===== config.mk =====
export PLATFORM = sky130hd
export DESIGN_NAME = block_deinterleaver
export DESIGN_NICKNAME = d
export VERILOG_FILES = /design/src/rtl/deint_pkg.sv /design/src/rtl/deint_wr_addr_gen.sv /design/src/rtl/block_deinterleaver.sv
export SDC_FILE = /design/constraint.sdc
export NUM_CORES = 1
export LEC_CHECK = 0
export ABC_AREA = 1
export ABC_CLOCK_PERIOD_IN_PS = 4700
export CORE_UTILIZATION = 55
export CTS_CLUSTER_SIZE = 28
export DETAILED_ROUTE_END_ITERATION = 16
export PLACE_DENSITY = 0.7
export SYNTH_ARGS = -nofsm -noshare
export SYNTH_HDL_FRONTEND = slang
export SYNTH_SLANG_ARGS = --single-unit

===== constraint.sdc =====
create_clock -name clk -period 4.7 [get_ports clk]
set_input_delay 0.94 -clock clk [delete_from_list [all_inputs] [get_ports clk]]
set_output_delay 0.94 -clock clk [all_outputs]
set_load 0.01 [all_outputs]

===== src/rtl/deint_pkg.sv =====
// Shared types and helpers for the block deinterleaver: bank state encoding,
// default geometry and address-width sizing.
package deint_pkg;

    typedef enum logic [1:0] {
        EMPTY    = 2'd0,
        FILLING  = 2'd1,
        FULL     = 2'd2,
        DRAINING = 2'd3
    } bank_state_t;

    localparam int DEF_ROWS   = 4;
    localparam int DEF_COLS   = 11;
    localparam int DEF_DATA_W = 8;

    // Bits needed to count 0..n-1; never less than one bit.
    function automatic int addr_w(input int n);
        return (n <= 2) ? 1 : $clog2(n);
    endfunction

    // Drain events take priority: a bank cannot be filled and drained in the
    // same cycle because the two sides only ever touch banks in disjoint states.
    function automatic bank_state_t bank_next(
        input bank_state_t cur,
        input logic        fill_start,
        input logic        fill_done,
        input logic        drain_start,
        input logic        drain_done
    );
        bank_state_t nxt;
        nxt = cur;
        if (drain_done) begin
            nxt = EMPTY;
        end else if (drain_start) begin
            nxt = DRAINING;
        end else if (fill_done) begin
            nxt = FULL;
        end else if (fill_start) begin
            nxt = FILLING;
        end
        return nxt;
    endfunction

endpackage


===== src/rtl/deint_wr_addr_gen.sv =====
// Write-address generator: row counter (inner) and column counter (outer) walk
// the row-major slot of each column-major arrival; the address tracks them by addition only.
module deint_wr_addr_gen
    import deint_pkg::*;
#(
    parameter int ROWS   = DEF_ROWS,
    parameter int COLS   = DEF_COLS,
    parameter int ADDR_W = addr_w(ROWS * COLS)
) (
    input  logic              clk,
    input  logic              reset_or_restart,
    input  logic              advance,
    input  logic              sync_clear,
    output logic [ADDR_W-1:0] addr,
    output logic              last
);

    localparam int ROW_W = addr_w(ROWS);
    localparam int COL_W = addr_w(COLS);

    logic [ROW_W-1:0]  row_reg, row_next, row_cur;
    logic [COL_W-1:0]  col_reg, col_next, col_cur;
    logic [ADDR_W-1:0] addr_reg, addr_next, addr_cur;

    // sync_clear makes the current symbol behave as k=0; combined with advance
    // the counters land on k=1, exactly as if the block had started here.
    always_comb begin
        row_cur   = sync_clear ? '0 : row_reg;
        col_cur   = sync_clear ? '0 : col_reg;
        addr_cur  = sync_clear ? '0 : addr_reg;
        addr      = addr_cur;
        last      = (row_cur == ROW_W'(ROWS - 1)) && (col_cur == COL_W'(COLS - 1));
        row_next  = row_cur;
        col_next  = col_cur;
        addr_next = addr_cur;
        if (advance) begin
            if (row_cur == ROW_W'(ROWS - 1)) begin
                row_next = '0;
                if (col_cur == COL_W'(COLS - 1)) begin
                    col_next  = '0;
                    addr_next = '0;
                end else begin
                    col_next  = col_cur + 1'b1;
                    addr_next = ADDR_W'(col_next);
                end
            end else begin
                row_next  = row_cur + 1'b1;
                addr_next = addr_cur + ADDR_W'(COLS);
            end
        end
    end

    always_ff @(posedge clk or posedge reset_or_restart) begin
        if (reset_or_restart) begin
            row_reg  <= '0;
            col_reg  <= '0;
            addr_reg <= '0;
        end else begin
            row_reg  <= row_next;
            col_reg  <= col_next;
            addr_reg <= addr_next;
        end
    end

endmodule


===== src/rtl/block_deinterleaver.sv =====
// Ping-pong block deinterleaver: column-major input written to row-major slots,
// streamed out linearly. Optional in_sof resync when DEINT_RESYNC_EN is defined.
module block_deinterleaver
    import deint_pkg::*;
#(
    parameter int ROWS   = DEF_ROWS,
    parameter int COLS   = DEF_COLS,
    parameter int DATA_W = DEF_DATA_W
) (
    input  logic              clk,
    input  logic              reset_or_restart,
    input  logic              in_valid,
    output logic              in_ready,
    input  logic [DATA_W-1:0] in_data,
`ifdef DEINT_RESYNC_EN
    input  logic              in_sof,
`endif
    output logic              out_valid,
    input  logic              out_ready,
    output logic [DATA_W-1:0] out_data,
    output logic              out_last
);

    localparam int N      = ROWS * COLS;
    localparam int ADDR_W = addr_w(N);
    // Bank select is the address MSB, so each bank spans a power-of-two window.
    localparam int MEM_DEPTH = 2 * (2 ** ADDR_W);

    logic [DATA_W-1:0] mem [MEM_DEPTH];

    bank_state_t       state_reg  [2];
    bank_state_t       state_next [2];
    logic              wr_bank_reg;
    logic              rd_bank_reg;
    logic [ADDR_W-1:0] rd_ptr_reg;

    logic              wr_fire;
    logic              sync_clear;
    logic [ADDR_W-1:0] wr_addr;
    logic              wr_last;
    logic              rd_active;
    logic              rd_load;
    logic              rd_last;
    logic [1:0]        fill_start;
    logic [1:0]        fill_done;
    logic [1:0]        drain_start;
    logic [1:0]        drain_done;

    assign in_ready = (state_reg[wr_bank_reg] == EMPTY) || (state_reg[wr_bank_reg] == FILLING);
    assign wr_fire  = in_valid && in_ready;

`ifdef DEINT_RESYNC_EN
    // At k=0 the clear is a no-op, so no separate start-of-block qualifier is needed.
    assign sync_clear = wr_fire && in_sof;
`else
    assign sync_clear = 1'b0;
`endif

    deint_wr_addr_gen #(
        .ROWS   (ROWS),
        .COLS   (COLS),
        .ADDR_W (ADDR_W)
    ) u_wr_addr_gen (
        .clk              (clk),
        .reset_or_restart (reset_or_restart),
        .advance          (wr_fire),
        .sync_clear       (sync_clear),
        .addr             (wr_addr),
        .last             (wr_last)
    );

    assign rd_active = (state_reg[rd_bank_reg] == FULL) || (state_reg[rd_bank_reg] == DRAINING);
    assign rd_load   = rd_active && (!out_valid || out_ready);
    assign rd_last   = (rd_ptr_reg == ADDR_W'(N - 1));

    generate
        for (genvar gi = 0; gi < 2; gi++) begin : g_bank
            assign fill_start[gi]  = wr_fire && (wr_bank_reg == 1'(gi)) && (state_reg[gi] == EMPTY);
            assign fill_done[gi]   = wr_fire && (wr_bank_reg == 1'(gi)) && wr_last;
            assign drain_start[gi] = rd_load && (rd_bank_reg == 1'(gi)) && (state_reg[gi] == FULL);
            assign drain_done[gi]  = rd_load && (rd_bank_reg == 1'(gi)) && rd_last;
            assign state_next[gi]  = bank_next(state_reg[gi], fill_start[gi], fill_done[gi],
                                               drain_start[gi], drain_done[gi]);
        end
    endgenerate

    always_ff @(posedge clk or posedge reset_or_restart) begin
        if (reset_or_restart) begin
            for (int b = 0; b < 2; b++) begin
                state_reg[b] <= EMPTY;
            end
            wr_bank_reg <= 1'b0;
            rd_bank_reg <= 1'b0;
            rd_ptr_reg  <= '0;
        end else begin
            for (int b = 0; b < 2; b++) begin
                state_reg[b] <= state_next[b];
            end
            wr_bank_reg <= wr_bank_reg ^ (|fill_done);
            rd_bank_reg <= rd_bank_reg ^ (|drain_done);
            if (rd_load) begin
                rd_ptr_reg <= rd_last ? '0 : rd_ptr_reg + 1'b1;
            end
        end
    end

    always_ff @(posedge clk) begin
        if (wr_fire) begin
            mem[{wr_bank_reg, wr_addr}] <= in_data;
        end
    end

    // Output register doubles as the stall buffer: it only reloads once the
    // current symbol has been taken.
    always_ff @(posedge clk or posedge reset_or_restart) begin
        if (reset_or_restart) begin
            out_valid <= 1'b0;
            out_data  <= '0;
            out_last  <= 1'b0;
        end else if (rd_load) begin
            out_valid <= 1'b1;
            out_data  <= mem[{rd_bank_reg, rd_ptr_reg}];
            out_last  <= rd_last;
        end else if (out_ready) begin
            out_valid <= 1'b0;
            out_last  <= 1'b0;
        end
    end

endmodule

-- Yosys cells after proc, flatten, opt, wreduce, memory -nomap -nowiden
Memory sizes are Yosys's and may differ from the RTL's. A register that Yosys moved wholly into a read port is not among the register bits.
Cells that the tools add are included.
- add/subtract/negate cells: 4
- magnitude comparators: 2
- equality and inequality tests: 8
- multiplexer cells: 24
- bitwise operators: 6
- reductions and logical operators: 28
- operators with widths (cell ; number):
    2-bit two-way mux ; 15
    1-bit logical AND ; 15
    6-bit two-way mux ; 2
    2-bit == test, second input constant ; 5
    4-bit two-way mux ; 2
    4-bit nonzero test ; 2
    6-bit by 1-bit adder with 6-bit output, second input constant ; 1
    6-bit by 4-bit adder with 6-bit output, second input constant ; 1
    6-bit == test, second input constant ; 1
    2-bit logical NOT ; 3
    1-bit two-way mux ; 5
    4-bit by 1-bit adder with 4-bit output, second input constant ; 1
    4-bit == test, second input constant ; 1
    2-bit >= comparator, second input constant ; 2
    1-bit NOT with 2-bit output ; 2
    2-bit OR reduction ; 2
    1-bit logical OR ; 3
    2-bit by 1-bit adder with 2-bit output, second input constant ; 1
    2-bit by 1-bit == test with 1-bit output, second input constant ; 1
    1-bit NOT ; 2
    2-bit AND reduction ; 1
    2-bit nonzero test ; 1
    1-bit bitwise XOR ; 2
    1-bit logical NOT ; 1
- register bits: 26
- RAM bits: 1024
- input bits: 12
- output and inout bits: 11
- logic and storage cells: 83
- memories: 1
- memories (memory ; words ; width ; read ports ; clocked after Yosys merged registers in ; write ports ; line ; text):
    mem ; 128 ; 8 ; 1 ; 1 ; 1 ; block_deinterleaver.sv:29 ; logic [DATA_W-1:0] mem [MEM_DEPTH];

-- Longest topological paths before layout
Gate-level depths: netlist of the first run.
- word-level depth: 13
- depth in mapped cells: 17
- mapped depth without buffers: 15

-- Hierarchy
A second synthesis of the first run with hierarchy kept.
- cells, all modules: 4246
- area total of the unflattened synthesis: 44699.1 µm²
- by module, submodules not included (module ; instances ; cells each ; area an instance (µm²) ; sequential area each (µm²)):
    block_deinterleaver ; 1 ; 4139 ; 43985.9 ; 31250.0
    deint_wr_addr_gen ; 1 ; 107 ; 713.2 ; 300.3

-- Least setup slack after synthesis of the first run
Ideal clock, no wire load.
- path type: in2reg
- start point: input port in_valid
- end point: memory mem[16][0] (netlist name), enable pin
- library setup time: 0.371 ns
- arrival time: 2.023 ns
- data required time: 4.329 ns
- path slack: 2.306 ns
- stages on the path: 5
- buffers on the path: 1
- cell sequence: nand2_1 inv_2 buf_2 nand4_1 nor2_1
- word-level cells in the longest chain between the ends: 3
- ends and longest elaborated chain (item ; line ; text):
    start: declaration ; block_deinterleaver.sv:12 ; input logic in_valid,
    1-bit logical AND ; block_deinterleaver.sv:50 ; assign wr_fire = in_valid && in_ready;
    1-bit two-way mux ; block_deinterleaver.sv:108 ; if (wr_fire) begin
    1-bit two-way mux (not written as such) ; block_deinterleaver.sv:109 ; mem[{wr_bank_reg, wr_addr}] <= in_data;
    end: declaration ; block_deinterleaver.sv:29 ;
Every way passes these cells.

-- Final worst setup path of the first run
- start point: register wr_bank_reg
- end point: output port in_ready
- word-level cells in the longest chain between the ends: 6
- elaborated cells between the ends (all ways): 7
- those cells by class: 1 x eq/ne; 3 x mux; 1 x bitwise; 2 x reduce/logical
- ends and longest elaborated chain (item ; line ; text):
    start: declaration ; block_deinterleaver.sv:33 ; logic wr_bank_reg;
    start signal: assignment ; block_deinterleaver.sv:99 ; wr_bank_reg <= wr_bank_reg ^ (|fill_done);
    1-bit NOT with 2-bit output (not written as such) * ; block_deinterleaver.sv:49 ; assign in_ready = (state_reg[wr_bank_reg] == EMPTY) || (state_reg[wr_bank_reg] == FILLING);
    2-bit two-way mux (not written as such) * (3 in a row) ; block_deinterleaver.sv:49 ;
    2-bit by 1-bit == test with 1-bit output or 2-bit logical NOT (tied branches) ; block_deinterleaver.sv:49 ;
    1-bit logical OR * ; block_deinterleaver.sv:49 ;
    end: declaration ; block_deinterleaver.sv:13 ; output logic in_ready,
Mark *: on every way between the ends. The rest lies on a longest branch, timed or not. The select of a mux whose other input is x is not followed.

==> results of run 1 <==
==> Yosys cell counts <==
cell type  number  area (um^2)
buf_2          95          475
buf_1          37          139
clkbuf_1       82          308
a211oi_1        1         7.51
nor3_1         15         75.1
a221oi_1        1         8.76
inv_1         364         1370
a21oi_1        40          200
xnor2_1         1         8.76
o211ai_1       12         90.1
dfrtp_1        32          801
nand2_1      1194         4480
o21ai_1        32          160
inv_2           4         15.0
clkinv_1        3         11.3
o21ai_0       192          961
xor2_1          3         26.3
o31ai_1         1         7.51
or2_2          16          100
edfxtp_1     1024        30700
nor4_1          1         6.26
o221ai_1        2         17.5
a31oi_1         1         6.26
and3_1          2         12.5
nor2_1        584         2190
ha_1            3         37.5
buf_6           3         33.8
mux2i_1         1         10.0
nor3_4          1         16.3
buf_4           7         52.6
nand4_1        10         62.6
nand3_1       435         2180
==> layer usage <==
| metal | global-route usage, % | part of all wire, % | wire [um] |
|---|---|---|---|
| met1 | 38.2 | 40 | 45100 |
| met5 | 0 | 0 | 0 |
| met2 | 43.7 | 47 | 52600 |
| met4 | 10.3 | 3.4 | 3820 |
| met3 | 4.52 | 9.3 | 10400 |
==> final timing paths <==
check | startpoint | slack, ns | cells past startpoint | endpoint
setup / recovery | wr_bank_reg | 1.61 | 2 | in_ready
hold / removal | u_wr_addr_gen.row_reg[0] | 0.50 | 1 | u_wr_addr_gen.row_reg[0]
setup reg to reg | rd_ptr_reg[1] | 1.63 | 11 | out_data[1]
hold reg to reg | u_wr_addr_gen.row_reg[0] | 0.50 | 1 | u_wr_addr_gen.row_reg[0]
max in group asynchronous | reset_or_restart | 3.58 | 3 | rd_ptr_reg[0]
min in group asynchronous | reset_or_restart | 0.77 | 3 | u_wr_addr_gen.addr_reg[0]
==> where the power goes <==
group	total (mW)	leakage [nW]	internal, mW	switching, mW
registers	10.6	9.56	10.4	0.206
clock network	8.49	1.71	5.01	3.48
logic	8.85	7.77	2.45	6.39
==> worst reg2reg max path, delay by kind of cell, from the launching register on <==
family / cells / cell delay [ns]
flip-flops: 1 / 0.46
buffers and inverters: 2 / 1.42
AO/OA/AOI/OAI: 1 / 0.11
AND/OR/NAND/NOR: 8 / 0.97
==> final cells by class <==
cell class / count / share of cell area, %
sequential: 1056 / 63.9
multi-input combinational: 2548 / 21.6
clock buffer: 127 / 5.77
inverter: 371 / 2.85
tap: 1060 / 2.69
timing repair buffer: 82 / 1.80
clock inverter: 66 / 1.34
==> logic make-up (layout without fill, tap and decap cells) <==
family / Yosys count / after routing / synth area share, %
compound gates: 282 / 282 / 3.27
xor+xnor: 4 / 4 / 0.0785
fa+ha+maj: 3 / 3 / 0.0841
buf+inv: 595 / 646 / 5.38
flops: 1056 / 1056 / 70.7
mux: 1 / 1 / 0.0224
simple gates: 2258 / 2258 / 20.4
==> flow_metrics.env, run 1 <==
export IMPL_required_ns=3.76
export IMPL_routed_wl_um=112000
export IMPL_die_h_um=287
export IMPL_finalCritPeriodShare_pct=65.8
export IMPL_cp_arrival_ns=2.15
export IMPL_drtPass1Iterations=6
export IMPL_start_util_pct=55.5
export IMPL_stdcell_area_um2=49400
export IMPL_setup_violations=0
export IMPL_core_um2=80400
export IMPL_root_buffer="clkbuf_16"
export IMPL_grt_overflow=0
export IMPL_critical_path_top_delay_family="buffers and inverters"
export IMPL_yosys_register_bits=1056
export IMPL_finClkSkew_ns=0.0341
export IMPL_cts_inserted_buffers=104
export IMPL_regMostFlops="mem"
export IMPL_clk_path_buf_depth=3
export IMPL_viasPerCell=5.60
export IMPL_grt_use_total_pct=27.5
export IMPL_clk_pin_slew_ns=0.06
export IMPL_place_gp_congestion=0.884
export IMPL_fillers=6281
export IMPL_drtIter0Drc=3443
export IMPL_slew_violations=0
export IMPL_ioPinCount=23
export IMPL_cap_violations=0
export IMPL_ys_seq_area_share_pct=70.7
export IMPL_cp_end_kind="primary output"
export IMPL_largest_register_ffs=1024
export IMPL_register_area_um2=31600
export IMPL_total_power_mw=28.0
export IMPL_drive_above_1_share_pct=5.93
export IMPL_worstPathCellList="o21ai_1 > clkdlybuf4s50_1"
export IMPL_grt_pass1_vias=28500
export IMPL_p_leak_nw=19.0
export IMPL_setup_slack_ns=1.61
export IMPL_grt_pass1_wl_um=169000
export IMPL_cts_tree="built"
export IMPL_num_rows=104
export IMPL_cp_num_buf_inv=1
export IMPL_cts_setup_buffers=0
export IMPL_nets=4178
export IMPL_cts_resized_gates=0
export IMPL_max_stage_delay_ns=0.72
export IMPL_grt_max_degree=221
export IMPL_crit_type="reg2out"
export IMPL_numPortBuffers=22
export IMPL_tns_ns=0
export IMPL_post_place_ws_ns=1.15
export IMPL_finalHoldViolCount=0
export IMPL_worstPathMaxFanout=8
export IMPL_place_hpwl_um=63700
export IMPL_clkSinkCount=1056
export IMPL_p_per_area_nw_per_um2=566
export IMPL_period_needed_ns=3.09
export IMPL_place_inst=5117
export IMPL_critPathLaunchType="register"
export IMPL_largestRegisters="mem (1024), out_data (8)"
export IMPL_whs_ns=0.498
export IMPL_final_util_pct=61.4
export IMPL_ant_nets=0
export IMPL_cp_slowest_cell="clkdlybuf4s50_1"
export IMPL_clock_latency_ns=0.68
export IMPL_clock_fmax_ghz=0.323
export IMPL_ys_types=32
export IMPL_rsz0062_at_grt="no"
export IMPL_instances_no_fill=5310
export IMPL_synth_warning_count=0
export IMPL_vias=29700
export IMPL_wl_per_cell_um=21.1
export IMPL_worst_pin_slew_ns=1.02
export IMPL_area_growth_synth_to_final_pct=10.6
export IMPL_dieArea_um2=82300
export IMPL_antenna_found_initial=0
export IMPL_syn_nets=4214
export IMPL_placed_area_um2=45900
export IMPL_chipWidth_um=287
export IMPL_syn_area_um2=44600
export IMPL_postSynthCellCount=4199
export IMPL_vdd_drop_max_mv=0.774
export IMPL_cts_hold_buf=0
export IMPL_drc=0
export IMPL_diodes=0
export IMPL_outcome="complete, no violations"
export IMPL_maxSlewHeadroom_pct=32.1
export IMPL_hp_class="reg2reg"
export IMPL_synth_avg_cell_area_um2=10.6
export IMPL_final_cell_mix="1192 x nand2_1, 1024 x edfxtp_1, 583 x nor2_1, 435 x nand3_1, 364 x inv_1"
export IMPL_htree_levels=3
export IMPL_multi_input_area_um2=10700
export IMPL_mostFrequentLayoutCell="nand2_1"
No activity file was read; power rests on OpenSTA's default activity.
==> run 2: changes to the inputs <==
--- a/config.mk
+++ b/config.mk
@@ -6,7 +6,7 @@
 export NUM_CORES = 1
 export LEC_CHECK = 0
 export ABC_AREA = 1
-export ABC_CLOCK_PERIOD_IN_PS = 4700
+export ABC_CLOCK_PERIOD_IN_PS = 2900
 export CORE_UTILIZATION = 55
 export CTS_CLUSTER_SIZE = 28
 export DETAILED_ROUTE_END_ITERATION = 16
==> constraint.sdc (replaced) <==
create_clock -name clk -period 2.9 [get_ports clk]
set_input_delay 0.58 -clock clk [delete_from_list [all_inputs] [get_ports clk]]
set_output_delay 0.58 -clock clk [all_outputs]
set_load 0.01 [all_outputs]
==> run 2 against run 1 <==
Sequential cell count is the same. Critical endpoint unchanged. Highest routed layer unchanged. Cell area rose by 3.1%. Largest cell class unchanged. Sequential share of layout area down 1.9 points. Routed wire length is 0.44% lower. Clock power increased by 60%. Worst hold slack worse by 0.078 ns. Global-route usage is essentially flat.
==> flow_metrics.env, run 2 (synthesis gave the netlist of run 1 again) <==
export IMPL_cts_resized_gates=0
export IMPL_num_rows=104
export IMPL_ioPinCount=23
export IMPL_nets=4350
export IMPL_place_gp_congestion=0.892
export IMPL_largestRegisters="mem (1024), out_data (8)"
export IMPL_worstPathMaxFanout=8
export IMPL_period_needed_ns=2.80
export IMPL_area_growth_synth_to_final_pct=14.1
export IMPL_final_cell_mix="1194 x nand2_1, 1024 x edfxtp_1, 583 x nor2_1, 434 x nand3_1, 364 x inv_1"
export IMPL_grt_overflow=0
export IMPL_core_um2=80400
export IMPL_dieArea_um2=82300
export IMPL_clk_path_buf_depth=3
export IMPL_cts_setup_buffers=0
export IMPL_cp_arrival_ns=2.22
export IMPL_grt_pass1_wl_um=169000
export IMPL_start_util_pct=55.5
export IMPL_ant_nets=0
export IMPL_clock_fmax_ghz=0.358
export IMPL_regToRegStartpoint="wr_bank_reg"
export IMPL_drc=0
export IMPL_numPortBuffers=22
export IMPL_place_hpwl_um=68500
export IMPL_p_per_area_nw_per_um2=902
export IMPL_wl_per_cell_um=20.3
export IMPL_critPathLaunchType="register"
export IMPL_regToRegSetupSlack_ns=0.13
export IMPL_hp_class="in2reg"
export IMPL_fillers=6221
export IMPL_cp_end_kind="primary output"
export IMPL_htree_levels=3
export IMPL_worstSetupStartpoint="wr_bank_reg"
export IMPL_finClkSkew_ns=0.0207
export IMPL_p_leak_nw=20.0
export IMPL_hold_end="mem[36][0]"
export IMPL_finalCritPeriodShare_pct=96.4
export IMPL_multi_input_area_um2=10700
export IMPL_drtPass1Iterations=7
export IMPL_cap_violations=0
export IMPL_vdd_drop_max_mv=0.607
export IMPL_grt_max_degree=110
export IMPL_hold_path_cell_count=1
export IMPL_drive_above_1_share_pct=9.51
export IMPL_stdcell_area_um2=50900
export IMPL_setup_violations=0
export IMPL_chipWidth_um=287
export IMPL_tns_ns=0
export IMPL_worst_pin_slew_ns=0.937
export IMPL_register_area_um2=31600
export IMPL_largest_register_ffs=1024
export IMPL_instances_no_fill=5478
export IMPL_viasPerCell=5.51
export IMPL_grt_pass1_vias=29000
export IMPL_regMostFlops="mem"
export IMPL_cts_inserted_buffers=103
export IMPL_required_ns=2.32
export IMPL_min_delay_start="in_data[0]"
export IMPL_clk_pin_slew_ns=0.06
export IMPL_worst_r2r_endpoint="mem[84][0]"
export IMPL_clkSinkCount=1056
export IMPL_post_place_ws_ns=0.0626
export IMPL_antenna_found_initial=0
export IMPL_cts_hold_buf=0
export IMPL_root_buffer="clkbuf_16"
export IMPL_rr_worst_depth=5
export IMPL_clock_latency_ns=0.67
export IMPL_maxSlewHeadroom_pct=37.3
export IMPL_slew_violations=0
export IMPL_drtIter0Drc=3383
export IMPL_setup_slack_ns=0.103
export IMPL_outcome="complete, no violations"
export IMPL_cts_tree="built"
export IMPL_routed_wl_um=111000
export IMPL_place_inst=5290
export IMPL_vias=30200
export IMPL_placed_area_um2=47400
export IMPL_crit_type="reg2out"
export IMPL_rsz0062_at_grt="no"
export IMPL_finalHoldViolCount=0
export IMPL_mostFrequentLayoutCell="nand2_1"
export IMPL_grt_use_total_pct=27.5
export IMPL_die_h_um=287
-- run 2: cell types whose count changed in the layout (fill, tap and decap cells not counted), moves of 2 or more --
cell / previous run / this run
buf_12: 19 / 42
clkinv_1: 24 / 18
nand2_1: 1192 / 1194
clkbuf_16: 111 / 105
buf_4: 49 / 199
nand2_2: 2 / 0
clkbuf_1: 15 / 19
bufinv_16: 13 / 15
clkbuf_8: 1 / 5
-- run 2: layout make-up --
class,count,share of cell area [%]
well taps,1060,2.61
clock buffers,129,5.44
clock inverters,58,1.32
repair buffers,255,4.86
multi-input cells,2548,21.0
inverters,371,2.77
flip-flops and latches,1056,62.0
diodes,1,0.00492
-- run 2: how the worst max path moves through the flow --
stage / slack, ns / end / cells after the start
final: 0.10 / in_ready / 4
after global routing: 0.02 / in_ready / 4
after CTS: 0.11 / in_ready / 4
after detailed placement: 0.06 / mem[9][6] / 6
after global placement: 0.02 / mem[95][6] / 6
after floorplan: 0.65 / mem[16][0] / 7
-- run 2: metal layers --
layer	track usage [%]	vias to the layer above	part of all wire, %
met5	0	-	0
met4	10.3	0	3.5
met3	5.02	255	9.4
met2	43.4	1449	46
met1	38.3	14200	41
li1	-	14200	-
-- run 2: power breakdown --
group | leakage (nW) | total (mW) | switching, mW | internal [mW]
sequential | 9.56 | 17.2 | 0.305 | 16.9
combinational | 8.78 | 15.1 | 10.5 | 4.55
clock | 1.68 | 13.6 | 5.55 | 8.07
total | 20.0 | 45.9 | 16.4 | 29.5
-- run 2: critical path, stage by stage (launching register included) --
cell and delay [ns]:
dfrtp_1 0.60, nand2_1 0.09, o21ai_1 0.16, buf_4 0.19, clkdlybuf4s50_1 0.53
-- run 2: per-stage QoR --
stage / utilization, % / hold WS (ns) / power, mW
final: 63.3 / 0.419 / 45.9
after global routing: 63.3 / 0.425 / 48.0
after CTS: 63.3 / 0.405 / 45.8
after detailed placement: 59.0 / 0.476 / 32.3
after global placement: 59.0 / 0.468 / 32.2
after floorplan: - / 0.453 / 26.9
